==> config.mk <==
export PLATFORM = sky130hd
export DESIGN_NAME = axis_video_out_flat
export DESIGN_NICKNAME = d
export VERILOG_FILES = /design/src/rtl/fractal_video_pkg.sv /design/src/rtl/axis_video_out_if.sv /design/src/rtl/video_timing_gen.sv /design/src/rtl/axis_video_out.sv /design/src/flat_wrapper.sv
export SDC_FILE = /design/constraint.sdc
export NUM_CORES = 1
export LEC_CHECK = 0
export CAP_MARGIN = 0
export CORE_ASPECT_RATIO = 0.7
export CORE_MARGIN = 2
export CORE_UTILIZATION = 41
export CTS_CLUSTER_SIZE = 40
export DETAILED_ROUTE_END_ITERATION = 16
export DONT_BUFFER_PORTS = 1
export SLEW_MARGIN = 20
export SYNTH_ARGS = -nofsm -noshare
export SYNTH_HDL_FRONTEND = slang
export SYNTH_SLANG_ARGS = --single-unit
==> constraint.sdc <==
create_clock -name aclk -period 2.55 [get_ports aclk]
set_input_delay 0 -clock aclk [delete_from_list [all_inputs] [get_ports aclk]]
set_output_delay 0 -clock aclk [all_outputs]
set_load 0.02 [all_outputs]
==> src/rtl/fractal_video_pkg.sv <==
// rtl/fractal_video_pkg.sv - shared 1080p60 timing defaults, pixel width and sink FSM encoding
package fractal_video_pkg;

    localparam int DATA_WIDTH_DEF = 8;

    localparam int H_ACTIVE_DEF = 1920;
    localparam int H_FP_DEF     = 88;
    localparam int H_SYNC_DEF   = 44;
    localparam int H_BP_DEF     = 148;
    localparam int V_ACTIVE_DEF = 1080;
    localparam int V_FP_DEF     = 4;
    localparam int V_SYNC_DEF   = 5;
    localparam int V_BP_DEF     = 36;

    localparam logic [1:0] ST_SEEK   = 2'd0;
    localparam logic [1:0] ST_ALIGN  = 2'd1;
    localparam logic [1:0] ST_LOCKED = 2'd2;

endpackage

==> src/rtl/axis_video_out_if.sv <==
// rtl/axis_video_out_if.sv - pixel stream carrying frame start in tuser and end of line in tlast
interface axis_video_out_if #(
    parameter int DATA_WIDTH = 8
);
    logic [DATA_WIDTH-1:0] tdata;
    logic                  tvalid;
    logic                  tready;
    logic                  tuser;
    logic                  tlast;

    modport master (output tdata, tvalid, tuser, tlast, input tready);
    modport slave  (input tdata, tvalid, tuser, tlast, output tready);
endinterface

==> src/rtl/video_timing_gen.sv <==
// rtl/video_timing_gen.sv - free-running raster counters with active, sync and frame-position flags
module video_timing_gen
    import fractal_video_pkg::*;
#(
    parameter int H_ACTIVE = H_ACTIVE_DEF,
    parameter int H_FP     = H_FP_DEF,
    parameter int H_SYNC   = H_SYNC_DEF,
    parameter int H_BP     = H_BP_DEF,
    parameter int V_ACTIVE = V_ACTIVE_DEF,
    parameter int V_FP     = V_FP_DEF,
    parameter int V_SYNC   = V_SYNC_DEF,
    parameter int V_BP     = V_BP_DEF
) (
    input  logic clk,
    input  logic rst_n,
    output logic de_t,
    output logic hs_t,
    output logic vs_t,
    output logic sof,
    output logic eol,
    output logic last_cycle
);
    localparam logic [15:0] H_LAST    = 16'(H_ACTIVE + H_FP + H_SYNC + H_BP - 1);
    localparam logic [15:0] V_LAST    = 16'(V_ACTIVE + V_FP + V_SYNC + V_BP - 1);
    localparam logic [15:0] H_ACT     = 16'(H_ACTIVE);
    localparam logic [15:0] V_ACT     = 16'(V_ACTIVE);
    localparam logic [15:0] HS_START  = 16'(H_ACTIVE + H_FP);
    localparam logic [15:0] HS_END    = 16'(H_ACTIVE + H_FP + H_SYNC);
    localparam logic [15:0] VS_START  = 16'(V_ACTIVE + V_FP);
    localparam logic [15:0] VS_END    = 16'(V_ACTIVE + V_FP + V_SYNC);
    localparam logic [15:0] H_ACT_END = 16'(H_ACTIVE - 1);

    logic [15:0] h_cnt;
    logic [15:0] v_cnt;
    logic        h_wrap;
    logic        v_wrap;

    assign h_wrap = (h_cnt == H_LAST);
    assign v_wrap = (v_cnt == V_LAST);

    always_ff @(posedge clk or negedge rst_n) begin
        if (!rst_n) begin
            h_cnt <= '0;
            v_cnt <= '0;
        end else if (h_wrap) begin
            h_cnt <= '0;
            v_cnt <= v_wrap ? 16'd0 : v_cnt + 16'd1;
        end else begin
            h_cnt <= h_cnt + 16'd1;
        end
    end

    assign de_t       = (h_cnt < H_ACT) && (v_cnt < V_ACT);
    assign hs_t       = (h_cnt >= HS_START) && (h_cnt < HS_END);
    assign vs_t       = (v_cnt >= VS_START) && (v_cnt < VS_END);
    assign sof        = (h_cnt == 16'd0) && (v_cnt == 16'd0);
    assign eol        = (h_cnt == H_ACT_END);
    assign last_cycle = h_wrap && v_wrap;
endmodule

==> src/rtl/axis_video_out.sv <==
// rtl/axis_video_out.sv - stream-to-raster sink: aligns frames to the timing generator, flags underflow and framing errors
module axis_video_out
    import fractal_video_pkg::*;
#(
    parameter int DATA_WIDTH = DATA_WIDTH_DEF,
    parameter int H_ACTIVE   = H_ACTIVE_DEF,
    parameter int H_FP       = H_FP_DEF,
    parameter int H_SYNC     = H_SYNC_DEF,
    parameter int H_BP       = H_BP_DEF,
    parameter int V_ACTIVE   = V_ACTIVE_DEF,
    parameter int V_FP       = V_FP_DEF,
    parameter int V_SYNC     = V_SYNC_DEF,
    parameter int V_BP       = V_BP_DEF
) (
    input  logic                  aclk,
    input  logic                  aresetn,
    axis_video_out_if.slave       s_axis,
    output logic [DATA_WIDTH-1:0] vid_data,
    output logic                  vid_de,
    output logic                  vid_hsync,
    output logic                  vid_vsync,
    output logic                  locked,
    output logic [15:0]           underflow_count,
    output logic [15:0]           sync_err_count
);
    logic       de_t, hs_t, vs_t, sof, eol, last_cycle;
    logic [1:0] state, state_nxt;
    logic       ready_c, accept, starve, frame_err;
    logic [15:0] uf_cnt, se_cnt;

    video_timing_gen #(
        .H_ACTIVE(H_ACTIVE), .H_FP(H_FP), .H_SYNC(H_SYNC), .H_BP(H_BP),
        .V_ACTIVE(V_ACTIVE), .V_FP(V_FP), .V_SYNC(V_SYNC), .V_BP(V_BP)
    ) u_timing (
        .clk       (aclk),
        .rst_n     (aresetn),
        .de_t      (de_t),
        .hs_t      (hs_t),
        .vs_t      (vs_t),
        .sof       (sof),
        .eol       (eol),
        .last_cycle(last_cycle)
    );

    // SEEK drains everything except a frame start, which is held for ALIGN to release at (0,0).
    always_comb begin
        ready_c = 1'b0;
        case (state)
            ST_SEEK:   ready_c = !(s_axis.tvalid && s_axis.tuser);
            ST_LOCKED: ready_c = de_t;
            default:   ready_c = 1'b0;
        endcase
    end

    assign s_axis.tready = aresetn && ready_c;
    assign accept        = s_axis.tvalid && s_axis.tready;
    assign starve        = (state == ST_LOCKED) && de_t && !s_axis.tvalid;
    assign frame_err     = (state == ST_LOCKED) && accept &&
                           ((s_axis.tuser != sof) || (s_axis.tlast != eol));

    always_comb begin
        state_nxt = state;
        case (state)
            ST_SEEK:   if (s_axis.tvalid && s_axis.tuser) state_nxt = ST_ALIGN;
            ST_ALIGN:  if (last_cycle) state_nxt = ST_LOCKED;
            ST_LOCKED: if (starve || frame_err) state_nxt = ST_SEEK;
            default:   state_nxt = ST_SEEK;
        endcase
    end

    always_ff @(posedge aclk or negedge aresetn) begin
        if (!aresetn) begin
            state     <= ST_SEEK;
            vid_data  <= '0;
            vid_de    <= 1'b0;
            vid_hsync <= 1'b0;
            vid_vsync <= 1'b0;
            locked    <= 1'b0;
            uf_cnt    <= '0;
            se_cnt    <= '0;
        end else begin
            state     <= state_nxt;
            vid_data  <= ((state == ST_LOCKED) && accept) ? s_axis.tdata : '0;
            vid_de    <= de_t;
            vid_hsync <= hs_t;
            vid_vsync <= vs_t;
            locked    <= (state == ST_LOCKED);
            if (starve && (uf_cnt != 16'hFFFF))
                uf_cnt <= uf_cnt + 16'd1;
            if (frame_err && (se_cnt != 16'hFFFF))
                se_cnt <= se_cnt + 16'd1;
        end
    end

    assign underflow_count = uf_cnt;
    assign sync_err_count  = se_cnt;
endmodule

==> src/flat_wrapper.sv <==
// flat-port wrapper written by rule: the top's interface ports become plain ports
module axis_video_out_flat import fractal_video_pkg::*;
#(
    parameter int DATA_WIDTH = DATA_WIDTH_DEF,
    parameter int H_ACTIVE   = H_ACTIVE_DEF,
    parameter int H_FP       = H_FP_DEF,
    parameter int H_SYNC     = H_SYNC_DEF,
    parameter int H_BP       = H_BP_DEF,
    parameter int V_ACTIVE   = V_ACTIVE_DEF,
    parameter int V_FP       = V_FP_DEF,
    parameter int V_SYNC     = V_SYNC_DEF,
    parameter int V_BP       = V_BP_DEF
)
  (aclk, aresetn, vid_data, vid_de, vid_hsync, vid_vsync, locked, underflow_count, sync_err_count, s_axis_tdata, s_axis_tvalid, s_axis_tuser, s_axis_tlast, s_axis_tready);
  axis_video_out_if #(.DATA_WIDTH(DATA_WIDTH)) s_axis_i ();
  input  logic aclk;
  input  logic aresetn;
  output logic [DATA_WIDTH-1:0] vid_data;
  output logic vid_de;
  output logic vid_hsync;
  output logic vid_vsync;
  output logic locked;
  output logic [15:0] underflow_count;
  output logic [15:0] sync_err_count;
  input wire logic [$bits(s_axis_i.tdata)-1:0] s_axis_tdata;
  input wire logic [$bits(s_axis_i.tvalid)-1:0] s_axis_tvalid;
  input wire logic [$bits(s_axis_i.tuser)-1:0] s_axis_tuser;
  input wire logic [$bits(s_axis_i.tlast)-1:0] s_axis_tlast;
  output wire logic [$bits(s_axis_i.tready)-1:0] s_axis_tready;
  assign s_axis_i.tdata = s_axis_tdata;
  assign s_axis_i.tvalid = s_axis_tvalid;
  assign s_axis_i.tuser = s_axis_tuser;
  assign s_axis_i.tlast = s_axis_tlast;
  assign s_axis_tready = s_axis_i.tready;
  axis_video_out #(.DATA_WIDTH(DATA_WIDTH), .H_ACTIVE(H_ACTIVE), .H_FP(H_FP), .H_SYNC(H_SYNC), .H_BP(H_BP), .V_ACTIVE(V_ACTIVE), .V_FP(V_FP), .V_SYNC(V_SYNC), .V_BP(V_BP)) u_core (.aclk(aclk), .aresetn(aresetn), .s_axis(s_axis_i), .vid_data(vid_data), .vid_de(vid_de), .vid_hsync(vid_hsync), .vid_vsync(vid_vsync), .locked(locked), .underflow_count(underflow_count), .sync_err_count(sync_err_count));
endmodule
-- Word-level counts from Yosys, hierarchy flattened
Index checks and enable logic that the tools add are counted.
- register bits after elaboration: 78
- bits of input ports: 13
- $add $sub $neg: 4
- order comparisons: 6
- equality and inequality tests: 12
- multiplexer cells: 8
- reduce and logical (&&, ||, !) cells: 22
- operators with widths (cell ; count):
    $add A16 B1 Y16 const B ; 4
    $lt A16 B11 Y1 const B ; 3
    $eq A16 B11 Y1 const B ; 2
    $ge A16 B11 Y1 const B ; 2
    $logic_not A16 Y1 ; 2
    $mux W16 ; 2
    $ne A16 B16 Y1 const B ; 2
    $eq A16 B12 Y1 const B ; 1
    $lt A16 B12 Y1 const B ; 1
    $logic_and A1 B1 Y1 ; 14
    $mux W8 ; 1
    $mux W2 ; 3
    $pmux W2 S3 ; 1
    $ne A2 B1 Y1 const B ; 2
    $reduce_and A3 Y1 ; 1
    $eq A2 B1 Y1 const B ; 1
    $eq A2 B2 Y1 const B ; 1
    $logic_not A1 Y1 ; 2
    $logic_not A2 Y1 ; 1
    $logic_or A1 B1 Y1 ; 2
    $ne A1 B1 Y1 ; 2
    $ne A2 B2 Y1 const B ; 1
    $pmux W1 S2 ; 1

-- Depth between registers and ports, before layout
Gate-level depths: netlist of run 1.
- depth in word-level cells: 10
- depth in mapped cells: 9
- gate-level depth less buffers: 8

-- Modules after synthesis
Synthesis of run 1 repeated with hierarchy kept, for this count alone.
- cell total of the unflattened synthesis: 373
- area total of the unflattened synthesis: 3906.2 um^2
- by module, submodules not included (module ; instances ; cells each ; area each (um^2) ; sequential area each (um^2)):
    axis_video_out ; 1 ; 183 ; 2127.0 ; 1151.1
    video_timing_gen ; 1 ; 190 ; 1779.2 ; 800.8

-- Worst setup path after synthesis of run 1
No wires, ideal clock.
- kind: reg2reg
- start: register u_core.u_timing.h_cnt[13]
- end: register u_core.se_cnt[12], in the netlist u_core.sync_err_count[12]
- setup time: 0.128 ns
- data arrival time: 2.402 ns
- data required time: 2.422 ns
- path slack: 0.021 ns
- cell stages (with the launch flop): 7
- clock period less this slack: 2.529 ns
- cell sequence: dfrtp_1 > or4_4 > nand4bb_4 > nor3_4 > nand2_4 > or4_1 > mux2_1
- longest elaborated chain between the ends: 8
- elaborated cells between the ends (all ways): 14
- those cells by class: 1 x order compare; 3 x eq/ne; 1 x mux; 9 x reduce/logical
- RTL lines (element ; RTL line ; source):
    start, declared ; video_timing_gen.sv:33 ; logic [15:0] h_cnt;
    start signal, assigned ; video_timing_gen.sv:49 ; h_cnt <= h_cnt + 16'd1;
    $lt A16 B11 Y1 ; video_timing_gen.sv:53 ; assign de_t = (h_cnt < H_ACT) && (v_cnt < V_ACT);
    $logic_and A1 B1 Y1 ; video_timing_gen.sv:53 ;
    via u_core.de_t ; axis_video_out.sv:26 ; logic de_t, hs_t, vs_t, sof, eol, last_cycle;
    $pmux W1 S2 ; axis_video_out.sv:48 ; case (state)
    $logic_and A1 B1 Y1 ; axis_video_out.sv:55 ; assign s_axis.tready = aresetn && ready_c;
    $logic_and A1 B1 Y1 ; axis_video_out.sv:56 ; assign accept = s_axis.tvalid && s_axis.tready;
    $logic_and A1 B1 Y1 (2 in series) ; axis_video_out.sv:58 ; assign frame_err = (state == ST_LOCKED) && accept &&
    $logic_and A1 B1 Y1 ; axis_video_out.sv:90 ; if (frame_err && (se_cnt != 16'hFFFF))
    end signal, assigned ; axis_video_out.sv:91 ; se_cnt <= se_cnt + 16'd1;
    end, declared ; axis_video_out.sv:29 ; logic [15:0] uf_cnt, se_cnt;
The timed path passes the listed nets, and every way through them passes these cells.
A chain may end at the register's enable or synchronous reset.

-- Final worst setup path of run 1
- start: register u_core.u_timing.h_cnt[13]
- end: register u_core.se_cnt[12], in the netlist u_core.sync_err_count[12]
- longest elaborated chain between the ends: 8
- elaborated cells between the ends (all ways): 14
- those cells by class: 1 x order compare; 3 x eq/ne; 1 x mux; 9 x reduce/logical
- RTL lines (element ; RTL line):
    $lt A16 B11 Y1 ; video_timing_gen.sv:53
    $logic_and A1 B1 Y1 ; video_timing_gen.sv:53
    $pmux W1 S2 ; axis_video_out.sv:48
    $logic_and A1 B1 Y1 ; axis_video_out.sv:55
    $logic_and A1 B1 Y1 ; axis_video_out.sv:56
    $logic_and A1 B1 Y1 ; axis_video_out.sv:58
    $logic_and A1 B1 Y1 * ; axis_video_out.sv:58
    $logic_and A1 B1 Y1 * ; axis_video_out.sv:90
Mark *: on every way between the ends. The rest lies on a longest branch, timed or not.

==> summary.md, run 1 <==
| Metric | Value |
|---|---|
| Status | `completed` |
| Clock power share | `50.7%` |
| Worst endpoint data arrival time | `2670 ps` |
| Die Area | `0.0102 mm²` |
| Drt first pass iters | `5` |
| Total CTS buffers | `9` |
| Global-route wire length before repair | `approximately 14000 µm` |
| Routability cong. | `between 0.8 and 0.9` |
| Die height | `between 80 and 90 µm` |
| Post-route ant nets | `0` |
| Antenna violations before repair | `0` |
| Leading area contributor after synthesis | `dfrtp_1` |
| Synth warnings | `0` |
| Fin crit period | `2450 ps` |
| Clock buffer depth | `2` |
| Number of global-route vias before repair | `2690` |
| Core Area | `0.00911 mm²` |
| Reg2reg end | `u_core.sync_err_count[12]` |
| RSZ-0062 raised after global routing | `true` |
| Initial Util | `between 40% and 50%` |
| Worst-Skew Late Latency | `340 ps` |
| Synth Net Count | `380` |
| Routed wire length per instance | `16.1 µm` |
| Num ports | `58` |
| Final period utilization | `96.2%` |
| Sink Count | `78` |
| Gate power share | `2.4%` |
| Total gr overflow | `0` |
| Net Sw Power | `0.536 mW` |
| Final instance area | `approximately 0.0047 mm²` |
| Switching share of power | `approximately a fifth` |
| Most common cell after layout, fill and taps aside | `dfrtp_1` |
| Worst vdd ir | `336 µV` |
| Clock transition at path regs | `around 60 ps` |
| Sequential fraction of the synthesis area | `50.5%` |
| Worst Setup Slack, final | `slightly below 100 ps` |
| Fin cells | `about 540` |
| Ant diodes | `0` |
| Max-Cap Viols | `0` |
| PwrDens | `approximately 570 mW/mm²` |
| Area Growth Syn to Fin | `22.4%` |
| Post-Syn Area | `0.00387 mm²` |
| Worst Setup Path Type | `flop to flop` |
| Power after layout | `2.69 mW` |
| # rows | `29` |
| DRT Wirelength | `8600 µm` |
| Hold_ws | `37.1 ps` |
| Largest net degree at the start of global routing | `79` |
| Routed vias | `2874` |
| CP max FO | `5` |
| Syn Area/Cell | `roughly 11 µm²` |
| Crit path launch type | `flop` |
| Sequential Power Share | `46.9%` |
| Worst reg-to-reg path cell count | `6` |
| Initial DRC Count | `181` |
| Placed cell areas | `0.00421 mm²` |
| Cell Int Power | `2.15 mW` |
| Final net count | `~430` |
| Achievable frequency | `roughly 0.41 GHz` |
| HPWL after detailed placement | `~6000 µm` |
| Die X | `120 µm` |
| Root buf cell | `clkbuf_16` |
| Ys async rst share | `100%` |
| Req. time, crit path | `2760 ps` |
| Worst hold path class | `input pin to flop` |
| Tot GR Track Use | `17.8%` |
| Worst Skew | `4.86 ps` |
| Worst hold endpoint | `u_core.underflow_count[1]` |
| Worst Hold Path Cells | `4` |
| R2r startpoint | `u_core.u_timing.h_cnt[13]` |
| Share of cells above drive strength 1 | `18.2%` |
| H-tree levels | `3` |
| Hold path start | `s_axis_tvalid` |
| I/O Buffers | `0` |
| Synth Instances | `360` |
| Final-report max-slew violation count | `0` |
| EDFF count, synth | `0` |
| Worst-Margin Slew | `roughly 640 ps` |
| Final Hold Vio Count | `0` |
| # DRC | `0` |
| Final setup vio count | `0` |
| Top FF cell, synth | `dfrtp_1` |
| Synth area leaders | `dfrtp_1, xor2_1, xnor2_1` |
| Placed insts | `506` |
| Post-synth top area share | `50.5%` |
| Commonest non-fill, non-tap cells in the layout | `dfrtp_1, nand2_1, buf_4, xor2_1` |
| Flop2flop setup slack | `100 ps` |
| Via density | `5.37` |
| Flops & latches, synth | `78` |
| Synth unique cells | `52` |
| Slew HR | `a little under three fifths` |
| TritonCTS clock tree | `done` |
| Placement Setup Slack | `17.8 ps` |
| Leakage | `2.15 nW` |
| Critical Path End Type | `flop` |
==> cell families after synthesis <==
group | share of synthesized area (%)
AND/OR/NAND/NOR | 27.6
buffers and inverters | 1.84
AO/OA/AOI/OAI | 4.98
XOR/XNOR | 12.2
adder cells (fa/ha/maj) | 2.27
flip-flops | 50.5
multiplexers | 0.582
==> per-stage QoR <==
step / setup TNS [ps] / util [%]
floorplan: 0 / -
global placement: 0 / 46.3
detailed placement: 0 / 46.3
CTS: 0 / 51.3
global route: -64.8 / 51.9
finish: 0 / 51.9
==> layer usage <==
layer | routed length (µm) | global-route usage, %
met3 | 556 | 5.91
met4 | 107 | 5.99
met5 | 0 | 0
met1 | 4320 | 25.8
met2 | 3620 | 24.8
==> power groups by stage <==
stage	clock network, mW	logic, mW	registers [mW]
global route	1.46	0.0740	1.26
CTS	1.40	0.0676	1.26
floorplan	0	0.0163	1.28
finish	1.36	0.0651	1.26
global placement	0	0.0237	1.28
detailed placement	0	0.0243	1.28
==> Yosys cell counts, types with 2 or more instances <==
master    instances
a21oi_1           7
a31oi_1           2
and2_1           10
and3_1            7
and4_1            4
buf_2             3
clkbuf_1          5
dfrtp_1          78
ha_1              7
inv_1            10
nand2_1          31
nand3_1          23
nand4_1          16
nand4b_1          2
nor2_1           23
nor2b_1           3
nor3_1           15
nor3_4            2
nor3b_1           2
nor4_1            7
nor4_2            4
nor4b_1           3
nor4b_2           2
o21ai_0           9
o31ai_1           5
or3_1             3
or4_1             2
xnor2_1          23
xor2_1           29
==> flip-flops by register name, summed over array words and instances, names as in the netlist <==
| name | count |
|---|---|
| u_core.u_timing.v_cnt | 16 |
| u_core.vid_data | 8 |
| u_core.locked | 1 |
| u_core.vid_de | 1 |
| u_core.underflow_count | 16 |
| u_core.vid_hsync | 1 |
| u_core.sync_err_count | 16 |
| u_core.state | 2 |
| u_core.vid_vsync | 1 |
| u_core.u_timing.h_cnt | 16 |
==> how the worst max path moves through the flow <==
stage	start	end	slack, ps	cells after the start
floorplan	u_core.u_timing.h_cnt[13]	u_core.sync_err_count[12]	20	6
global placement	u_core.u_timing.h_cnt[13]	u_core.sync_err_count[12]	60	6
detailed placement	u_core.u_timing.h_cnt[13]	u_core.sync_err_count[12]	20	6
CTS	u_core.u_timing.h_cnt[13]	u_core.sync_err_count[12]	20	6
global route	u_core.u_timing.h_cnt[13]	u_core.sync_err_count[3]	-20	7
finish	u_core.u_timing.h_cnt[13]	u_core.sync_err_count[12]	100	6
==> layout make-up <==
class                           count  area [µm²]
Clock inverter                      4        70.1
Timing Repair Buffer               43         370
Fill cell                         800        4380
Multi-Input combinational cell    264        1900
Inverter                           10        37.5
Clock buffer                       12         246
Sequential cell                    78        1950
Tap cell                          124         155
==> timing repair <==
action | in CTS | in global routing
endpoints found under the setup margin | 1 | 7
setup buffers | 0 | 1
hold buffers | 12 | 0
cloned | 0 | 0
endpoints found under the hold margin | 88 | 0
pin swaps | 0 | 4
gates resized for setup | 1 | 6
==> worst max-delay path: stages (launching register included) <==
cell and delay (ps):
dfrtp_1 370, or4_4 580, nand4bb_4 270, nor4_4 200, nor3_4 80, or4_1 510, mux2_1 330
Note: power is estimated with default switching activity, not from simulation.
==> inputs of run 2 (changes only) <==
==> constraint.sdc (replaced) <==
create_clock -name aclk -period 2.8 [get_ports aclk]
set_input_delay 0 -clock aclk [delete_from_list [all_inputs] [get_ports aclk]]
set_output_delay 0 -clock aclk [all_outputs]
set_load 0.02 [all_outputs]
==> summary.md, run 2 (same netlist as run 1, synthesis figures left out) <==
| Metric | Value |
|---|---|
| Setup_tns | `0 ps` |
| Post-route ant nets | `0` |
| FILL cells | `833` |
| Worst endpoint data arrival time | `between 2000 and 3000 ps` |
| Global-route wire length before repair | `between 10000 and 15000 µm` |
| Worst Skew | `5.85 ps` |
| RSZ-0062 raised after global routing | `false` |
| I/O Buffers | `0` |
| Final-report max-slew violation count | `0` |
| GRT met1 Usage | `~25%` |
| Ant diodes | `0` |
| # DRC | `0` |
| Num ports | `58` |
| Placed insts | `just under 500` |
| Reg2reg end | `u_core.sync_err_count[12]` |
| Met2 usage in global routing | `24.1%` |
| Final Util | `49.3%` |
| Antenna violations before repair | `0` |
| Core Area | `0.00911 mm²` |
| Max-Cap Viols | `0` |
| # rows | `29` |
| Die height | `85.2 µm` |
| TritonCTS clock tree | `done` |
| Root buf cell | `clkbuf_16` |
| Worst reg-to-reg path cell count | `6` |
| Fin crit period | `around 2600 ps` |
| H-tree levels | `3` |
| Routability cong. | `between 0.8 and 0.9` |
| Fin cells | `between 500 and 600` |
| Flop2flop setup slack | `~210 ps` |
| Die Area | `approximately 0.010 mm²` |
| HPWL after detailed placement | `approximately 5800 µm` |
| Final Hold Vio Count | `0` |
| Worst Setup Path Type | `flop to flop` |
| Critical Path End Type | `flop` |
| Routed vias | `2791` |
| PwrDens | `roughly 500 mW/mm²` |
| Area Growth Syn to Fin | `16.2%` |
| Status | `completed` |
| Via density | `5.44` |
| Tot GR Track Use | `17.6%` |
| Leakage | `roughly 2.0 nW` |
| Crit path launch type | `flop` |
| Routed wire length per instance | `between 15 and 20 µm` |
| Sink Count | `slightly below 80` |
| Final setup vio count | `0` |
| Initial Util | `42.5%` |
| Achievable frequency | `0.386 GHz` |
| Worst hold path class | `input pin to flop` |
| Largest net degree at the start of global routing | `79` |
| Clock transition at path regs | `roughly 60 ps` |
| Crit path launch | `u_core.u_timing.h_cnt[13]` |
| Final net count | `407` |
| Critical Path End | `u_core.sync_err_count[12]` |
| Number of global-route vias before repair | `2720` |
| Die X | `120 µm` |
| Final period utilization | `92.5%` |
| Req. time, crit path | `between 3000 and 4000 ps` |
| Total gr overflow | `0` |
| R2r startpoint | `u_core.u_timing.h_cnt[13]` |
| Share of cells above drive strength 1 | `between 10 and 15%` |
| Met3 Usage GRT | `6.92%` |
| Most common cell after layout, fill and taps aside | `dfrtp_1` |
| Slew HR | `56.2%` |
| Worst vdd ir | `around 380 µV` |
| Total CTS buffers | `9` |
| Initial DRC Count | `176` |
| CP max FO | `5` |
| Drt first pass iters | `4` |
| Commonest non-fill, non-tap cells in the layout | `dfrtp_1, nand2_1, xor2_1` |
| Power after layout | `2.31 mW` |
| Worst-Margin Slew | `649 ps` |
| DRT Wirelength | `8360 µm` |
| Post-CTS Setup Inserts | `0` |
| Most Used Layer, Global Route | `met1` |
| Clock buffer depth | `2` |
| Worst-Skew Late Latency | `between 300 and 400 ps` |
## run 2: how the worst min path moves through the flow
stage	from	endpoint	slack, ps	depth (start not counted)
finish	s_axis_tvalid	u_core.underflow_count[1]	60	4
detailed placement	aresetn	u_core.vid_data[2]	-290	0
global route	s_axis_tvalid	u_core.underflow_count[1]	80	4
CTS	s_axis_tvalid	u_core.underflow_count[1]	40	4
global placement	aresetn	u_core.vid_vsync	-290	0
floorplan	aresetn	u_core.locked	-300	0
## run 2: per-layer routing
metal	wire [µm]	part of all wire, %
met3	584	7.0
met2	3580	43
met5	0	0
met1	4090	49
met4	102	1.2
## run 2: per-stage QoR
stage / hold slack (ps) / setup slack [ps] / area, µm²
detailed placement: -293 / 217 / 4080
finish: 55.6 / 210 / 4490
floorplan: -296 / 271 / 3870
CTS: 36.7 / 173 / 4490
global placement: -292 / 253 / 4080
global route: 83.3 / 92.8 / 4490
## run 2: worst max-delay path, stage by stage, from the launching register on
cell,delay [ps]
dfrtp_1,410
or4_4,600
nand4bb_1,270
nor4_2,280
nor3_4,70
or4_1,510
mux2_1,320
## run 2: report_power, final
group	switching [mW]	internal, mW
registers	0.0165	1.13
logic	0.0330	0.0218
clock network	0.413	0.697
total	0.462	1.85
## run 2: what timing repair did
| item | in CTS | in global routing |
|---|---|---|
| hold buffers | 12 | 0 |
| endpoints found under the hold margin | 88 | 0 |
| endpoints found under the setup margin | 0 | 0 |
| resized for setup | 0 | 0 |
## run 2: cell type report
cell class                      instances  area, µm²  area share [%]
Clock buffer                           11        243            5.40
Clock inverter                          2       35.0           0.780
Inverter                               10       37.5           0.835
Multi-Input combinational cell        264       1840            41.0
Tap cell                              124        155            3.45
Timing Repair Buffer                   24        228            5.07
Sequential cell                        78       1950            43.4
